<file path="config.mk">
export PLATFORM = sky130hd
export DESIGN_NAME = pcie_ptile_tx_fc_gate_flat
export DESIGN_NICKNAME = d
export VERILOG_FILES = /design/src/rtl/pcie_ptile_tx_fc_gate_if.sv /design/src/rtl/pcie_ptile_tx_fc_gate.sv /design/src/flat_wrapper.sv
export SDC_FILE = /design/constraint.sdc
export NUM_CORES = 1
export LEC_CHECK = 0
export BUFFER_PORTS_ARGS = -buffer_cell sky130_fd_sc_hd__buf_2
export CORE_MARGIN = 2
export CORE_UTILIZATION = 43
export DETAILED_ROUTE_END_ITERATION = 7
export HOLD_SLACK_MARGIN = 0.08
export SETUP_SLACK_MARGIN = 0.2
export SKIP_LAST_GASP = 1
export SYNTH_ARGS = -nofsm -noshare
export SYNTH_HDL_FRONTEND = slang
export SYNTH_SLANG_ARGS = --single-unit
export TNS_END_PERCENT = 1
</file>
<file path="constraint.sdc">
create_clock -name coreclkout_hip -period 14 [get_ports coreclkout_hip]
set_clock_uncertainty 0.05 [all_clocks]
set_input_delay 2.8 -clock coreclkout_hip [delete_from_list [all_inputs] [get_ports coreclkout_hip]]
set_output_delay 2.8 -clock coreclkout_hip [all_outputs]
set_load 0.1 [all_outputs]
</file>
<file path="src/rtl/pcie_ptile_tx_fc_gate_if.sv">
// Request/grant and credit-status bundle between the TX scheduler (master)
// and the flow-control credit gate (slave).
interface pcie_ptile_tx_fc_gate_if #(
  parameter int REQ_COUNT      = 2,
  parameter int HDR_CNT_WIDTH  = 12,
  parameter int DATA_CNT_WIDTH = 16
);
  logic [15:0]                 tx_cdts_limit;
  logic [2:0]                  tx_cdts_limit_tdm_idx;
  logic [REQ_COUNT-1:0]        req_valid;
  logic [REQ_COUNT*2-1:0]      req_type;
  logic [REQ_COUNT*11-1:0]     req_len_dw;
  logic [REQ_COUNT-1:0]        req_ready;
  logic [3*HDR_CNT_WIDTH-1:0]  hdr_avail;
  logic [3*DATA_CNT_WIDTH-1:0] data_avail;
  logic                        type_err;

  modport master (
    output tx_cdts_limit, tx_cdts_limit_tdm_idx, req_valid, req_type, req_len_dw,
    input  req_ready, hdr_avail, data_avail, type_err
  );

  modport slave (
    input  tx_cdts_limit, tx_cdts_limit_tdm_idx, req_valid, req_type, req_len_dw,
    output req_ready, hdr_avail, data_avail, type_err
  );
endinterface

</file>
<file path="src/rtl/pcie_ptile_tx_fc_gate.sv">
// P-tile TX credit gate: captures TDM credit limits, tracks consumed credits
// and grants up to REQ_COUNT in-order TLP segments per cycle.
module pcie_ptile_tx_fc_gate #(
  parameter int REQ_COUNT      = 2,
  parameter int HDR_CNT_WIDTH  = 12,
  parameter int DATA_CNT_WIDTH = 16,
  parameter bit CPL_INFINITE   = 1'b0
) (
  input  logic                     coreclkout_hip,
  input  logic                     reset_status_n,
  pcie_ptile_tx_fc_gate_if.slave   bus
);

  localparam int HW  = HDR_CNT_WIDTH;
  localparam int DW  = DATA_CNT_WIDTH;
  // Cumulative costs get headroom so a multi-segment sum never wraps before the compare.
  localparam int HCW = ((HW > 3) ? HW : 3) + 1;
  localparam int DCW = ((DW > 12) ? DW : 12) + 1;

  typedef enum logic [1:0] {
    T_P   = 2'd0,
    T_NP  = 2'd1,
    T_CPL = 2'd2,
    T_ILL = 2'd3
  } tlp_type_e;

  logic [HW-1:0]  r_hdr_lim   [3];
  logic [HW-1:0]  r_hdr_cons  [3];
  logic [DW-1:0]  r_data_lim  [3];
  logic [DW-1:0]  r_data_cons [3];
  logic [2:0]     r_hdr_seen;
  logic [2:0]     r_data_seen;
  logic           r_type_err;

  logic [HW-1:0]  w_hdr_diff   [3];
  logic [HW-1:0]  w_hdr_avail  [3];
  logic [DW-1:0]  w_data_diff  [3];
  logic [DW-1:0]  w_data_avail [3];

  logic [HCW-1:0] w_hdr_cum  [3];
  logic [DCW-1:0] w_data_cum [3];
  logic [DCW-1:0] w_data_cost;
  logic [1:0]     w_tidx;
  tlp_type_e      w_type;
  logic           w_blocked;
  logic           w_fits;
  logic           w_ill_req;
  logic [REQ_COUNT-1:0] w_ready;

  // A negative difference means the limit is behind consumption: report zero.
  always_comb begin
    for (int t = 0; t < 3; t++) begin
      w_hdr_diff[t]   = r_hdr_lim[t] - r_hdr_cons[t];
      w_data_diff[t]  = r_data_lim[t] - r_data_cons[t];
      w_hdr_avail[t]  = w_hdr_diff[t][HW-1]  ? '0 : w_hdr_diff[t];
      w_data_avail[t] = w_data_diff[t][DW-1] ? '0 : w_data_diff[t];
      if (CPL_INFINITE && (t == 2)) begin
        w_hdr_avail[t]  = '1;
        w_data_avail[t] = '1;
      end
    end
  end

  for (genvar g = 0; g < 3; g++) begin : g_avail
    assign bus.hdr_avail[g*HW +: HW]  = w_hdr_avail[g];
    assign bus.data_avail[g*DW +: DW] = w_data_avail[g];
  end

  // NOTE: every variable gets a default before the loop so no path leaves it
  // unassigned, which would otherwise infer a latch.
  // NOTE: blocking assignments here are deliberate; each segment must see the
  // running totals and blocked flag left by the segments below it.
  always_comb begin
    w_ready     = '0;
    w_blocked   = 1'b0;
    w_fits      = 1'b0;
    w_ill_req   = 1'b0;
    w_tidx      = 2'd0;
    w_type      = T_P;
    w_data_cost = '0;
    for (int t = 0; t < 3; t++) begin
      w_hdr_cum[t]  = '0;
      w_data_cum[t] = '0;
    end
    for (int i = 0; i < REQ_COUNT; i++) begin
      w_tidx      = bus.req_type[2*i +: 2];
      w_type      = tlp_type_e'(w_tidx);
      w_data_cost = DCW'((12'(bus.req_len_dw[11*i +: 11]) + 12'd3) >> 2);
      if (bus.req_valid[i] && (w_type == T_ILL)) w_ill_req = 1'b1;
      // An invalid or illegal segment stops the in-order walk for all higher segments.
      if (!bus.req_valid[i] || (w_type == T_ILL)) w_blocked = 1'b1;
      if (!w_blocked) begin
        w_fits = (CPL_INFINITE && (w_type == T_CPL)) ||
                 (r_hdr_seen[w_tidx] && r_data_seen[w_tidx] &&
                  ((w_hdr_cum[w_tidx] + HCW'(1)) <= HCW'(w_hdr_avail[w_tidx])) &&
                  ((w_data_cum[w_tidx] + w_data_cost) <= DCW'(w_data_avail[w_tidx])));
        if (w_fits) begin
          w_ready[i]         = 1'b1;
          w_hdr_cum[w_tidx]  = w_hdr_cum[w_tidx] + HCW'(1);
          w_data_cum[w_tidx] = w_data_cum[w_tidx] + w_data_cost;
        end else begin
          w_blocked = 1'b1;
        end
      end
    end
  end

  assign bus.req_ready = w_ready;
  assign bus.type_err  = r_type_err;

  // NOTE: the limit/consumed arrays are small register files that must clear
  // on reset, so each entry is reset explicitly rather than left as memory.
  always_ff @(posedge coreclkout_hip) begin
    if (!reset_status_n) begin
      for (int t = 0; t < 3; t++) begin
        r_hdr_lim[t]   <= '0;
        r_hdr_cons[t]  <= '0;
        r_data_lim[t]  <= '0;
        r_data_cons[t] <= '0;
      end
      r_hdr_seen  <= '0;
      r_data_seen <= '0;
      r_type_err  <= 1'b0;
    end else begin
      for (int t = 0; t < 3; t++) begin
        r_hdr_cons[t]  <= r_hdr_cons[t] + HW'(w_hdr_cum[t]);
        r_data_cons[t] <= r_data_cons[t] + DW'(w_data_cum[t]);
      end
      case (bus.tx_cdts_limit_tdm_idx)
        3'd0, 3'd1, 3'd2: begin
          r_hdr_lim[bus.tx_cdts_limit_tdm_idx[1:0]]  <= HW'(bus.tx_cdts_limit);
          r_hdr_seen[bus.tx_cdts_limit_tdm_idx[1:0]] <= 1'b1;
        end
        3'd4, 3'd5, 3'd6: begin
          r_data_lim[bus.tx_cdts_limit_tdm_idx[1:0]]  <= DW'(bus.tx_cdts_limit);
          r_data_seen[bus.tx_cdts_limit_tdm_idx[1:0]] <= 1'b1;
        end
        default: ;
      endcase
      if (w_ill_req) r_type_err <= 1'b1;
    end
  end

endmodule

</file>
<file path="src/flat_wrapper.sv">
// flat-port wrapper written by rule: the top's interface ports become plain ports
module pcie_ptile_tx_fc_gate_flat 
#(
  parameter int REQ_COUNT      = 2,
  parameter int HDR_CNT_WIDTH  = 12,
  parameter int DATA_CNT_WIDTH = 16,
  parameter bit CPL_INFINITE   = 1'b0
)
  (coreclkout_hip, reset_status_n, bus_tx_cdts_limit, bus_tx_cdts_limit_tdm_idx, bus_req_valid, bus_req_type, bus_req_len_dw, bus_req_ready, bus_hdr_avail, bus_data_avail, bus_type_err);
  pcie_ptile_tx_fc_gate_if #(.REQ_COUNT(REQ_COUNT), .HDR_CNT_WIDTH(HDR_CNT_WIDTH), .DATA_CNT_WIDTH(DATA_CNT_WIDTH)) bus_i ();
  input  logic coreclkout_hip;
  input  logic reset_status_n;
  input wire logic [$bits(bus_i.tx_cdts_limit)-1:0] bus_tx_cdts_limit;
  input wire logic [$bits(bus_i.tx_cdts_limit_tdm_idx)-1:0] bus_tx_cdts_limit_tdm_idx;
  input wire logic [$bits(bus_i.req_valid)-1:0] bus_req_valid;
  input wire logic [$bits(bus_i.req_type)-1:0] bus_req_type;
  input wire logic [$bits(bus_i.req_len_dw)-1:0] bus_req_len_dw;
  output wire logic [$bits(bus_i.req_ready)-1:0] bus_req_ready;
  output wire logic [$bits(bus_i.hdr_avail)-1:0] bus_hdr_avail;
  output wire logic [$bits(bus_i.data_avail)-1:0] bus_data_avail;
  output wire logic [$bits(bus_i.type_err)-1:0] bus_type_err;
  assign bus_i.tx_cdts_limit = bus_tx_cdts_limit;
  assign bus_i.tx_cdts_limit_tdm_idx = bus_tx_cdts_limit_tdm_idx;
  assign bus_i.req_valid = bus_req_valid;
  assign bus_i.req_type = bus_req_type;
  assign bus_i.req_len_dw = bus_req_len_dw;
  assign bus_req_ready = bus_i.req_ready;
  assign bus_hdr_avail = bus_i.hdr_avail;
  assign bus_data_avail = bus_i.data_avail;
  assign bus_type_err = bus_i.type_err;
  pcie_ptile_tx_fc_gate #(.REQ_COUNT(REQ_COUNT), .HDR_CNT_WIDTH(HDR_CNT_WIDTH), .DATA_CNT_WIDTH(DATA_CNT_WIDTH), .CPL_INFINITE(CPL_INFINITE)) u_core (.coreclkout_hip(coreclkout_hip), .reset_status_n(reset_status_n), .bus(bus_i));
endmodule
</file>
==> metrics, run 1 <==
num ports 136; Mean Syn Cell Area roughly 8.3 um^2; worst-case vdd ir drop around 87 uV; relative slew slack between 20% and 30%; CTS tree yes; CP Capture Type output pin; Congestion Overflow GR 0; WL per Instance between 15 and 20 um; setup slack after layout between 0.7 and 0.8 ns; Post-synth EDFFs 84; final wirelength 47.3 mm; die width 196 um; slowest stage cell on the critical path fa_1; final hold violation count 0; Fmax ~76 MHz; # fillers approximately 3600; setup_tns 0 ns; RSZ-0062 raised after global routing no; clk slew on worst S/H paths ~0.080 ns; Clock Latency Late Sink about 0.45 ns; cell area after layout ~18000 um^2; Startpoint Class primary input; Setup violations, final 0; area leader, netlist edfxtp_1; layout cells sized above 1 between 10 and 15%; top post-synthesis cells by area edfxtp_1, ha_1, dfxtp_1, xnor2_1, nor2_1; CP Class primary input to output pin; power per cell area around 100 nW/um^2; row cnt 70; register area share after synthesis a little over a quarter; Setup WS pre-CTS approximately 0.86 ns; Post-Syn Area 15900 um^2; most frequent cells in the layout nor2_1, inv_1, ha_1; total power between 1.5 and 2 mW; share of the synthesized area in the top cell type 15.9%; Core ar. between 30000 and 40000 um^2; CP arrival slightly above 10 ns; area delta synth->final 10.2%; CTS Sinks 175; GRT Total Usage 24.5%; vias roughly 14000; Nets around 2200; Lkg Pwr between 7 and 8 nW; crit path time final 13.22 ns; first-pass GRT wire length roughly 73 mm; Max FO, Critical Path 14; count of mapped cells out of synthesis around 1900; H-tree levels 4; max-capacitance violation count 0; CP dominant cell by count nor2_1; Synth Flop Type dfxtp_1; die height around 200 um; outcome finished, final reports clean; Final period util between 90 and 100%; worst slew pin tran 1.16 ns; synth warn 0; flops & latches, synth about 180; DRT iter0 DRCs 1240; routability cong. 0.947; DRT Pass-1 Iters 5; CP required approximately 11 ns; die area around 39000 um^2; Max Slew Vio Count 0; most common cell after layout, fill and taps aside nor2_1; area of placed instances ~17000 um^2; post-DR vias/cell approximately 5.7; initial antenna violation count 3; clk buf depth 2; Post-CTS Setup Repair Bufs 0; synth unique cells between 90 and 100; max incr delay on CP ~0.4 ns; asr flop ratio synth 0%; antenna violation net count after detailed routing 0; Port Buf Inserts 129; CTS root buffer clkbuf_16; DR DRC count 0; number of global-route vias before repair 13200; Inserted Clock Buffers 17; HP Class register to register; largest net degree at the start of global routing between 70 and 80; Initial Util 43.5%; hpwl dp about 37 mm
[cell families (layout without fill, tap and decap cells)]
family	count (synthesis)	count (layout)	share of synthesized area (%)
muxes	51	51	3.96
AOI/OAI and AO/OA	447	447	19.5
adders and majority gates	163	163	13.4
xor gates and xnor gates	129	129	7.11
DFF	175	175	27.3
other	1	7	0.0236
and+or+nand+nor	709	709	22.3
buffers and inverters	237	348	6.33
[Yosys cell counts (all sizes together), types with 5 or more instances]
master / n
a2111oi: 6
a211o: 6
a211oi: 20
a21boi: 10
a21o: 34
a21oi: 133
a311oi: 7
a31oi: 9
a41oi: 9
and2: 107
and3: 18
and4: 9
buf: 31
clkbuf: 39
dfxtp: 91
edfxtp: 84
fa: 13
ha: 150
inv: 167
mux2: 32
mux2i: 19
nand2: 101
nand2b: 25
nand3: 53
nand4: 9
nor2: 217
nor2b: 24
nor3: 94
nor3b: 5
nor4: 7
o2111ai: 7
o211a: 5
o211ai: 11
o21a: 22
o21ai: 99
o21bai: 17
o31ai: 10
or2: 11
or3: 17
xnor2: 95
xor2: 34
[final timing paths]
check	start	to	slack (ns)	cells after the start
min	u_core.r_data_cons[0][44]	u_core.r_data_cons[0][44]	0.41	2
max reg2reg	u_core.r_data_lim[0][6]	u_core.r_data_cons[0][42]	2.12	54
max	bus_req_len_dw[1]	bus_req_ready[1]	0.78	38
min reg2reg	u_core.r_data_cons[0][44]	u_core.r_data_cons[0][44]	0.41	2
[power by group]
| group | switching [mW] | leakage [nW] | internal, mW |
|---|---|---|---|
| Sequential | 0.00823 | 1.56 | 0.556 |
| Clock | 0.244 | 0.292 | 0.241 |
| Combinational | 0.601 | 5.47 | 0.174 |
[what timing repair did]
item,CTS,global route
endpoints found under the setup margin,0,1
resized for setup,0,1
hold buffers,0,0
[per-stage QoR]
stage	instances	hold slack (ns)	util [%]
floorplan	1917	0.385	-
detailed placement	2464	0.408	46.3
global route	2496	0.457	48.0
global placement	2464	0.394	46.3
CTS	2496	0.419	47.9
finish	2497	0.412	48.0
[state kept, by name (all words and copies together), names as in the netlist]
name	cells
u_core.r_hdr_seen	3
u_core.r_data_lim	48
u_core.r_data_cons	48
u_core.r_hdr_lim	36
u_core.bus.type_err	1
u_core.r_hdr_cons	36
u_core.r_data_seen	3
[final cells by class]
cell class	instances	area [um^2]	area share [%]
sequential	175	4340	24.8
clock buffer	17	425	2.43
clock inverter	15	164	0.935
multi-input combinational	1505	10600	60.4
antenna	1	2.50	0.0143
timing repair buffer	149	796	4.54
inverter	167	627	3.58
tap	468	586	3.34
[critical path, delay by kind of cell]
kind                       cells  cell delay, ns
adders and majority gates      4            1.13
buffers and inverters          4            0.54
xor gates and xnor gates       2            0.59
and+or+nand+nor               12            1.95
AOI/OAI and AO/OA             16            3.34
[metal layers]
metal / wire length, um / vias up / global-route usage, %
li1: - / 6954 / -
met1: 22700 / 6731 / 35.8
met2: 20600 / 436 / 38.1
met3: 3120 / 41 / 3.27
met4: 872 / 0 / 6.31
met5: 0 / - / 0
(Power assumes the default switching activity.)
==> run 2, diff against run 1 <==
--- a/config.mk
+++ b/config.mk
@@ -10,8 +10,8 @@
 export CORE_UTILIZATION = 43
 export DETAILED_ROUTE_END_ITERATION = 7
 export HOLD_SLACK_MARGIN = 0.08
+export REMOVE_ABC_BUFFERS = 1
 export SETUP_SLACK_MARGIN = 0.2
-export SKIP_LAST_GASP = 1
 export SYNTH_ARGS = -nofsm -noshare
 export SYNTH_HDL_FRONTEND = slang
 export SYNTH_SLANG_ARGS = --single-unit
==> run 2 against run 1 <==
Sequential power about the same. Via count fell by 0.34%. Critical path depth unchanged. Final cell count about the same. Die area did not move. Fmax increased by 1.0%. Largest cell class unchanged. Highest routed layer unchanged.
==> metrics, run 2 (synthesized netlist as in run 1, its figures left out) <==
post-DR vias/cell 5.66 (-0.26%); num ports 136 (unchanged); max-capacitance violation count 0 (unchanged); Setup violations, final 0 (unchanged); Startpoint Class primary input; Initial Util 43.5% (unchanged); Post-CTS Setup Repair Bufs 0 (unchanged); layout cells sized above 1 12.6% (-0.18 points); Multi-input gate area 10600 um^2 (about the same); GRT Total Usage 25.2% (+0.64 points); Fmax 76.4 MHz (+1.0%); worst-case vdd ir drop 127 uV (+47%); clk buf depth 2 (unchanged); NetSw 850 uW (-0.36%); Final period util 93.5% (-0.96 points); CP Capture Type output pin; clock share of power 26.3% (-0.3 points); die width 196 um (unchanged); CP arrival 10.24 ns (-0.13 ns); Inserted Clock Buffers 17 (unchanged); outcome finished, final reports clean; Max FO, Critical Path 14 (unchanged); Port Buf Inserts 129 (unchanged); relative slew slack 25.1% (+3.1 points); Reg power frac 31.1% (+0.2 points); CTS tree yes; H-tree levels 4 (unchanged); slowest stage cell on the critical path fa_1; CP dominant cell by count nor2_1; placed insts 2461 (-0.12%); Congestion Overflow GR 0 (unchanged); max incr delay on CP 0.40 ns (about the same); die area 38500 um^2 (unchanged); sequential cell area 4340 um^2 (unchanged); Core ar. 36500 um^2 (unchanged); Top Registers u_core.r_data_cons (48), u_core.r_data_lim (48); CP required 11.15 ns (about the same); most common cell after layout, fill and taps aside nor2_1; total power 1.82 mW (-0.26%); Nets 2224 (-0.13%); vias 14100 (-0.34%); CP Class primary input to output pin; HP Class register to register; DR DRC count 0 (unchanged); number of global-route vias before repair 13200 (-0.12%); Clock Latency Late Sink 0.46 ns (about the same); first-pass GRT wire length 74.5 mm (+1.8%); Setup crit start bus_req_len_dw[1]; most frequent cells in the layout nor2_1, inv_1, ha_1; RSZ-0062 raised after global routing no; combinational share of power 42.6% (about the same); antenna violation net count after detailed routing 0 (unchanged); worst slew pin tran 1.12 ns (-0.0402 ns); setup_tns 0 ns (unchanged); WL per Instance 19.6 um (+3.2%); DRT Pass-1 Iters 5 (unchanged); hold path start u_core.r_data_cons[0][44]; CTS root buffer clkbuf_16; P_int 969 uW (-0.17%); Lkg Pwr 7.30 nW (-0.30%); worst r2r src u_core.r_data_lim[0][6]; Non-Filler Instances 2495 (-0.080%); hpwl dp 38.2 mm (+2.5%); row cnt 70 (unchanged); crit path time final 13.09 ns (-0.134 ns); die height 196 um (unchanged); clk slew on worst S/H paths 0.07 ns (about the same); final wirelength 48.8 mm (+3.1%); final hold violation count 0 (unchanged); largest net degree at the start of global routing 50 (-35%); Max Slew Vio Count 0 (unchanged); initial antenna violation count 5 (+2); routability cong. 0.911 (-3.9%); CTS Sinks 175 (unchanged); # fillers 3554 (-0.75%); area delta synth->final 10.1%; switching share of power 46.7% (-0.049 points); DRT iter0 DRCs 888 (-28%); power per cell area 104 nW/um^2 (about the same)
==> run 2: changes by cell type in the layout (fill, tap and decap cells not counted) <==
| cell | delta |
|---|---|
| buf_4 | -3 |
| clkbuf_1 | +2 |
| clkbuf_8 | +1 |
| clkinv_2 | +1 |
| clkinv_4 | -1 |
| diode_2 | +1 |
| inv_4 | +1 |
| inv_6 | -1 |
| inv_8 | -3 |
| o21ai_0 | -1 |
| o21ai_1 | +1 |
| xor2_1 | -1 |
| xor2_2 | +1 |
==> run 2: repair_timing <==
action,CTS,global route
setup endpoints to repair,0,1
resized for setup,0,3
hold buffers,0,0
==> run 2: stage by stage <==
| step | setup slack, ns | cell area [um^2] | hold WS [ns] | utilization [%] |
|---|---|---|---|---|
| global placement | 1.01 | 16900 | 0.394 | 46.3 |
| CTS | 0.772 | 17500 | 0.413 | 47.8 |
| floorplan | 1.01 | 15500 | 0.385 | - |
| global route | 0.287 | 17500 | 0.444 | 47.9 |
| detailed placement | 0.833 | 16900 | 0.400 | 46.3 |
| finish | 0.913 | 17500 | 0.411 | 47.9 |
==> run 2: cell type report <==
class	instances	area share, %
Multi-Input combinational cell	1505	60.5
Sequential cell	175	24.8
Timing Repair Buffer	146	4.42
Inverter	167	3.58
Tap cell	468	3.35
Clock buffer	20	2.55
Clock inverter	12	0.708
Antenna cell	2	0.0286
==> run 2: critical path, delay by kind of cell <==
kind / cells / cell delay (ns)
buffers and inverters: 4 / 0.53
AND/OR/NAND/NOR: 12 / 1.97
XOR/XNOR: 2 / 0.60
AO/OA/AOI/OAI: 16 / 3.18
adder cells (fa/ha/maj): 4 / 1.15
==> run 2: final timing paths <==
path	to	slack, ns	cells past startpoint
setup / recovery	bus_req_ready[1]	0.91	38
hold / removal	u_core.r_data_cons[0][44]	0.41	2
setup reg to reg	u_core.r_data_cons[0][44]	2.05	53
hold reg to reg	u_core.r_data_cons[0][44]	0.41	2
==> run 2: power by group through the flow <==
| stage | clock, mW | sequential (mW) | combinational, mW |
|---|---|---|---|
| after floorplan | 0 | 0.575 | 0.590 |
| after global placement | 0 | 0.578 | 0.761 |
| after detailed placement | 0 | 0.578 | 0.765 |
| after CTS | 0.485 | 0.566 | 0.767 |
| after global routing | 0.504 | 0.568 | 0.818 |
| final | 0.478 | 0.566 | 0.775 |
==> run 2: per-layer routing <==
| metal | vias to the layer above | share of wire [%] | track usage [%] |
|---|---|---|---|
| met4 | 0 | 2.4 | 7.91 |
| li1 | 6955 | - | - |
| met2 | 400 | 47 | 41.9 |
| met3 | 65 | 5.5 | 4.47 |
| met5 | - | 0 | 0 |
| met1 | 6694 | 45 | 33.1 |
==> run 3, diff against run 2 <==
--- a/config.mk
+++ b/config.mk
@@ -5,6 +5,7 @@
 export SDC_FILE = /design/constraint.sdc
 export NUM_CORES = 1
 export LEC_CHECK = 0
+export ABC_AREA = 1
 export BUFFER_PORTS_ARGS = -buffer_cell sky130_fd_sc_hd__buf_2
 export CORE_MARGIN = 2
 export CORE_UTILIZATION = 43
==> run 3 against run 2 <==
Critical path depth is 14 higher. Setup slack better by 0.13 ns. Final cell count is 22% higher. Non-clock buffer count is 8 lower. Routed wire length is 9.0% higher. Sequential power hardly changed. Clock-buffer cell count is 3 lower. Power is 1.4% lower. Sequential cell count stayed put. Largest power group unchanged. Highest routed layer is now met5.
==> metrics, run 3 <==
HP Class register to register; Lkg Pwr 9.37 nW (+28%); count of mapped cells out of synthesis 2450 (+28%); antenna violation net count after detailed routing 0 (unchanged); Reg2Reg Depth 64 (+21%); R2R Setup Slk 3.29 ns (+1.24 ns); Max FO, Critical Path 12 (-2); CTS Sinks 175 (unchanged); max incr delay on CP 0.41 ns (about the same); CP required 11.15 ns (about the same); RSZ-0062 raised after global routing no; Initial Util 43.7% (+0.16 points); area leader, netlist edfxtp_1; relative slew slack 34.2% (+9.1 points); Fmax 77.2 MHz (+1.0%); WL per Instance 17.4 um (-11%); area delta synth->final 10.9%; num ports 136 (unchanged); # fillers 3903 (+9.8%); setup slack after layout 1.04 ns (+0.129 ns); die height 197 um (+0.42%); synth warn 0 (unchanged); layout cells sized above 1 9.25% (-3.3 points); hold_buf cts 0 (unchanged); Multi-input gate area 9650 um^2 (-8.9%); Post-Syn Area 16000 um^2 (+0.86%); post-DR vias/cell 5.21 (-8.0%); first-pass GRT wire length 83.0 mm (+11%); Max Slew Vio Count 0 (unchanged); CP top delay family simple AND/OR/NAND/NOR gates; clk slew on worst S/H paths 0.08 ns (about the same); setup_tns 0 ns (unchanged); number of global-route vias before repair 15100 (+14%); die width 197 um (+0.42%); Inserted Clock Buffers 17 (unchanged); CP arrival 10.11 ns (-0.13 ns); Synth Flop Type dfxtp_1; initial antenna violation count 1 (-4); slowest stage cell on the critical path clkbuf_4; DRT iter0 DRCs 1240 (+40%); total power 1.79 mW (-1.4%); largest net degree at the start of global routing 60 (+20%); Mean Syn Cell Area 6.54 um^2 (-21%); DR DRC count 0 (unchanged); Congestion Overflow GR 0 (unchanged); power per cell area 101 nW/um^2 (-3.0%); row cnt 70 (unchanged); sequential cell area 4340 um^2 (unchanged); synth unique cells 54 (-44%); outcome finished, final reports clean; top post-synthesis cells by area edfxtp_1, nand2_1, ha_1, dfxtp_1, inv_1; CTS tree yes; cell with the most instances after synthesis nand2_1; CP Capture Type output pin; Port Buf Inserts 129 (unchanged); commonest cells in the netlist nand2_1, inv_1, nor2_1, a21oi_1, ha_1; Setup crit start bus_req_len_dw[3]; worst r2r src u_core.r_data_lim[2][10]; Final period util 92.6% (-0.92 points); Setup violations, final 0 (unchanged); Setup WS pre-CTS 0.669 ns (-0.163 ns); worst-case vdd ir drop 94.2 uV (-26%); Startpoint Class primary input; Top Registers u_core.r_data_cons (48), u_core.r_data_lim (48); max-capacitance violation count 0 (unchanged); worst setup path end bus_req_ready[1]; register area share after synthesis 27.1% (-0.23 points); WP buf/inv 9 (+5); die area 38800 um^2 (+0.84%); most common cell after layout, fill and taps aside nand2_1; Clock Latency Late Sink 0.48 ns (+0.02 ns); flops & latches, synth 175 (unchanged); antenna diode count 0 (-2); worst slew pin tran 0.979 ns (-0.142 ns); crit path time final 12.96 ns (-0.129 ns); clk buf depth 2 (unchanged); Core ar. 36700 um^2 (+0.48%); final wirelength 53.2 mm (+9.0%); DRT Pass-1 Iters 6 (+1); hpwl dp 42.6 mm (+12%); H-tree levels 4 (unchanged); CP Class primary input to output pin; Nets 2783 (+25%); CTS root buffer clkbuf_16; asr flop ratio synth 0% (unchanged); Worst R2R End u_core.r_data_cons[0][28]; final hold violation count 0 (unchanged); vias 15900 (+13%); Post-synth EDFFs 84 (unchanged); routability cong. 0.984 (+8.0%); GRT Total Usage 28.0% (+2.9 points); most frequent cells in the layout nand2_1, inv_1, nor2_1; share of the synthesized area in the top cell type 15.7% (-0.13 points); Worst path depth 52 (+37%)
-- run 3: changes by cell type in the layout (fill, tap and decap cells not counted), moves of 21 or more --
| cell | delta |
|---|---|
| nand2_1 | +493 |
| inv_1 | +311 |
| and2_1 | -100 |
| nor2_1 | +96 |
| nand3_1 | +87 |
| xnor2_1 | -70 |
| nor3_1 | -64 |
| a21oi_1 | +33 |
| a21o_1 | -28 |
| nand2b_1 | -25 |
| nor2b_1 | -24 |
| mux2_4 | -21 |
| nand4_1 | +21 |
-- run 3: worst min path at each step --
stage	start	end	cells past startpoint
2_1_floorplan	u_core.r_hdr_seen[1]	u_core.r_hdr_seen[1]	2
3_3_place_gp	u_core.r_data_cons[0][30]	u_core.r_data_cons[0][30]	2
3_5_place_dp	u_core.r_data_cons[0][30]	u_core.r_data_cons[0][30]	2
4_1_cts	u_core.r_data_cons[0][30]	u_core.r_data_cons[0][30]	2
5_1_grt	u_core.r_hdr_seen[1]	u_core.r_hdr_seen[1]	2
6_report	u_core.r_data_cons[0][30]	u_core.r_data_cons[0][30]	2
-- run 3: worst reg2reg max path: cells and delay by family (launching register included) --
kind,cells,cell delay (ns)
and+or+nand+nor,33,4.48
buffers and inverters,5,0.49
adders and majority gates,7,2.09
AOI/OAI and AO/OA,19,3.08
DFF,1,0.43
-- run 3: through the flow --
| step | instance area, um^2 | cells | hold slack (ns) | util, % |
|---|---|---|---|---|
| finish | 17800 | 3052 | 0.412 | 48.4 |
| global route | 17800 | 3052 | 0.450 | 48.4 |
| CTS | 17800 | 3050 | 0.418 | 48.4 |
| detailed placement | 17100 | 3018 | 0.406 | 46.6 |
| global placement | 17100 | 3018 | 0.401 | 46.6 |
| floorplan | 15800 | 2413 | 0.385 | - |
-- run 3: metal layers --
metal  up-vias  GRT usage, %  part of all wire, %
met5         -             0                0.024
met2       452          45.3                   44
met1      7300          38.6                   47
li1       8054             -                    -
met4         2          9.77                  3.2
met3        80          3.59                  5.4
-- run 3: timing repair --
item	in CTS	in global routing
setup endpoints to repair	0	1
buffers inserted	0	1
gates resized for setup	0	2
-- run 3: cell families after synthesis --
| logic type | Yosys count | synth area share, % |
|---|---|---|
| compound gates | 344 | 12.1 |
| flops | 175 | 27.1 |
| other cells | 1 | 0.0234 |
| buf+inv | 529 | 12.9 |
| fa+ha+maj | 163 | 13.3 |
| simple gates | 1180 | 31.4 |
| xor+xnor | 58 | 3.17 |
-- run 3: where the power goes --
| group | switching (mW) | internal, mW |
|---|---|---|
| registers | 0.00886 | 0.555 |
| clock network | 0.249 | 0.291 |
| logic | 0.547 | 0.142 |
| total | 0.806 | 0.988 |
-- run 3: cell type report --
cell class / instances / share of cell area, %
Multi-Input combinational cell: 1752 / 54.3
Tap cell: 468 / 3.29
Inverter: 487 / 10.3
Timing Repair Buffer: 138 / 4.03
Clock inverter: 15 / 1.26
Sequential cell: 175 / 24.4
Clock buffer: 17 / 2.39
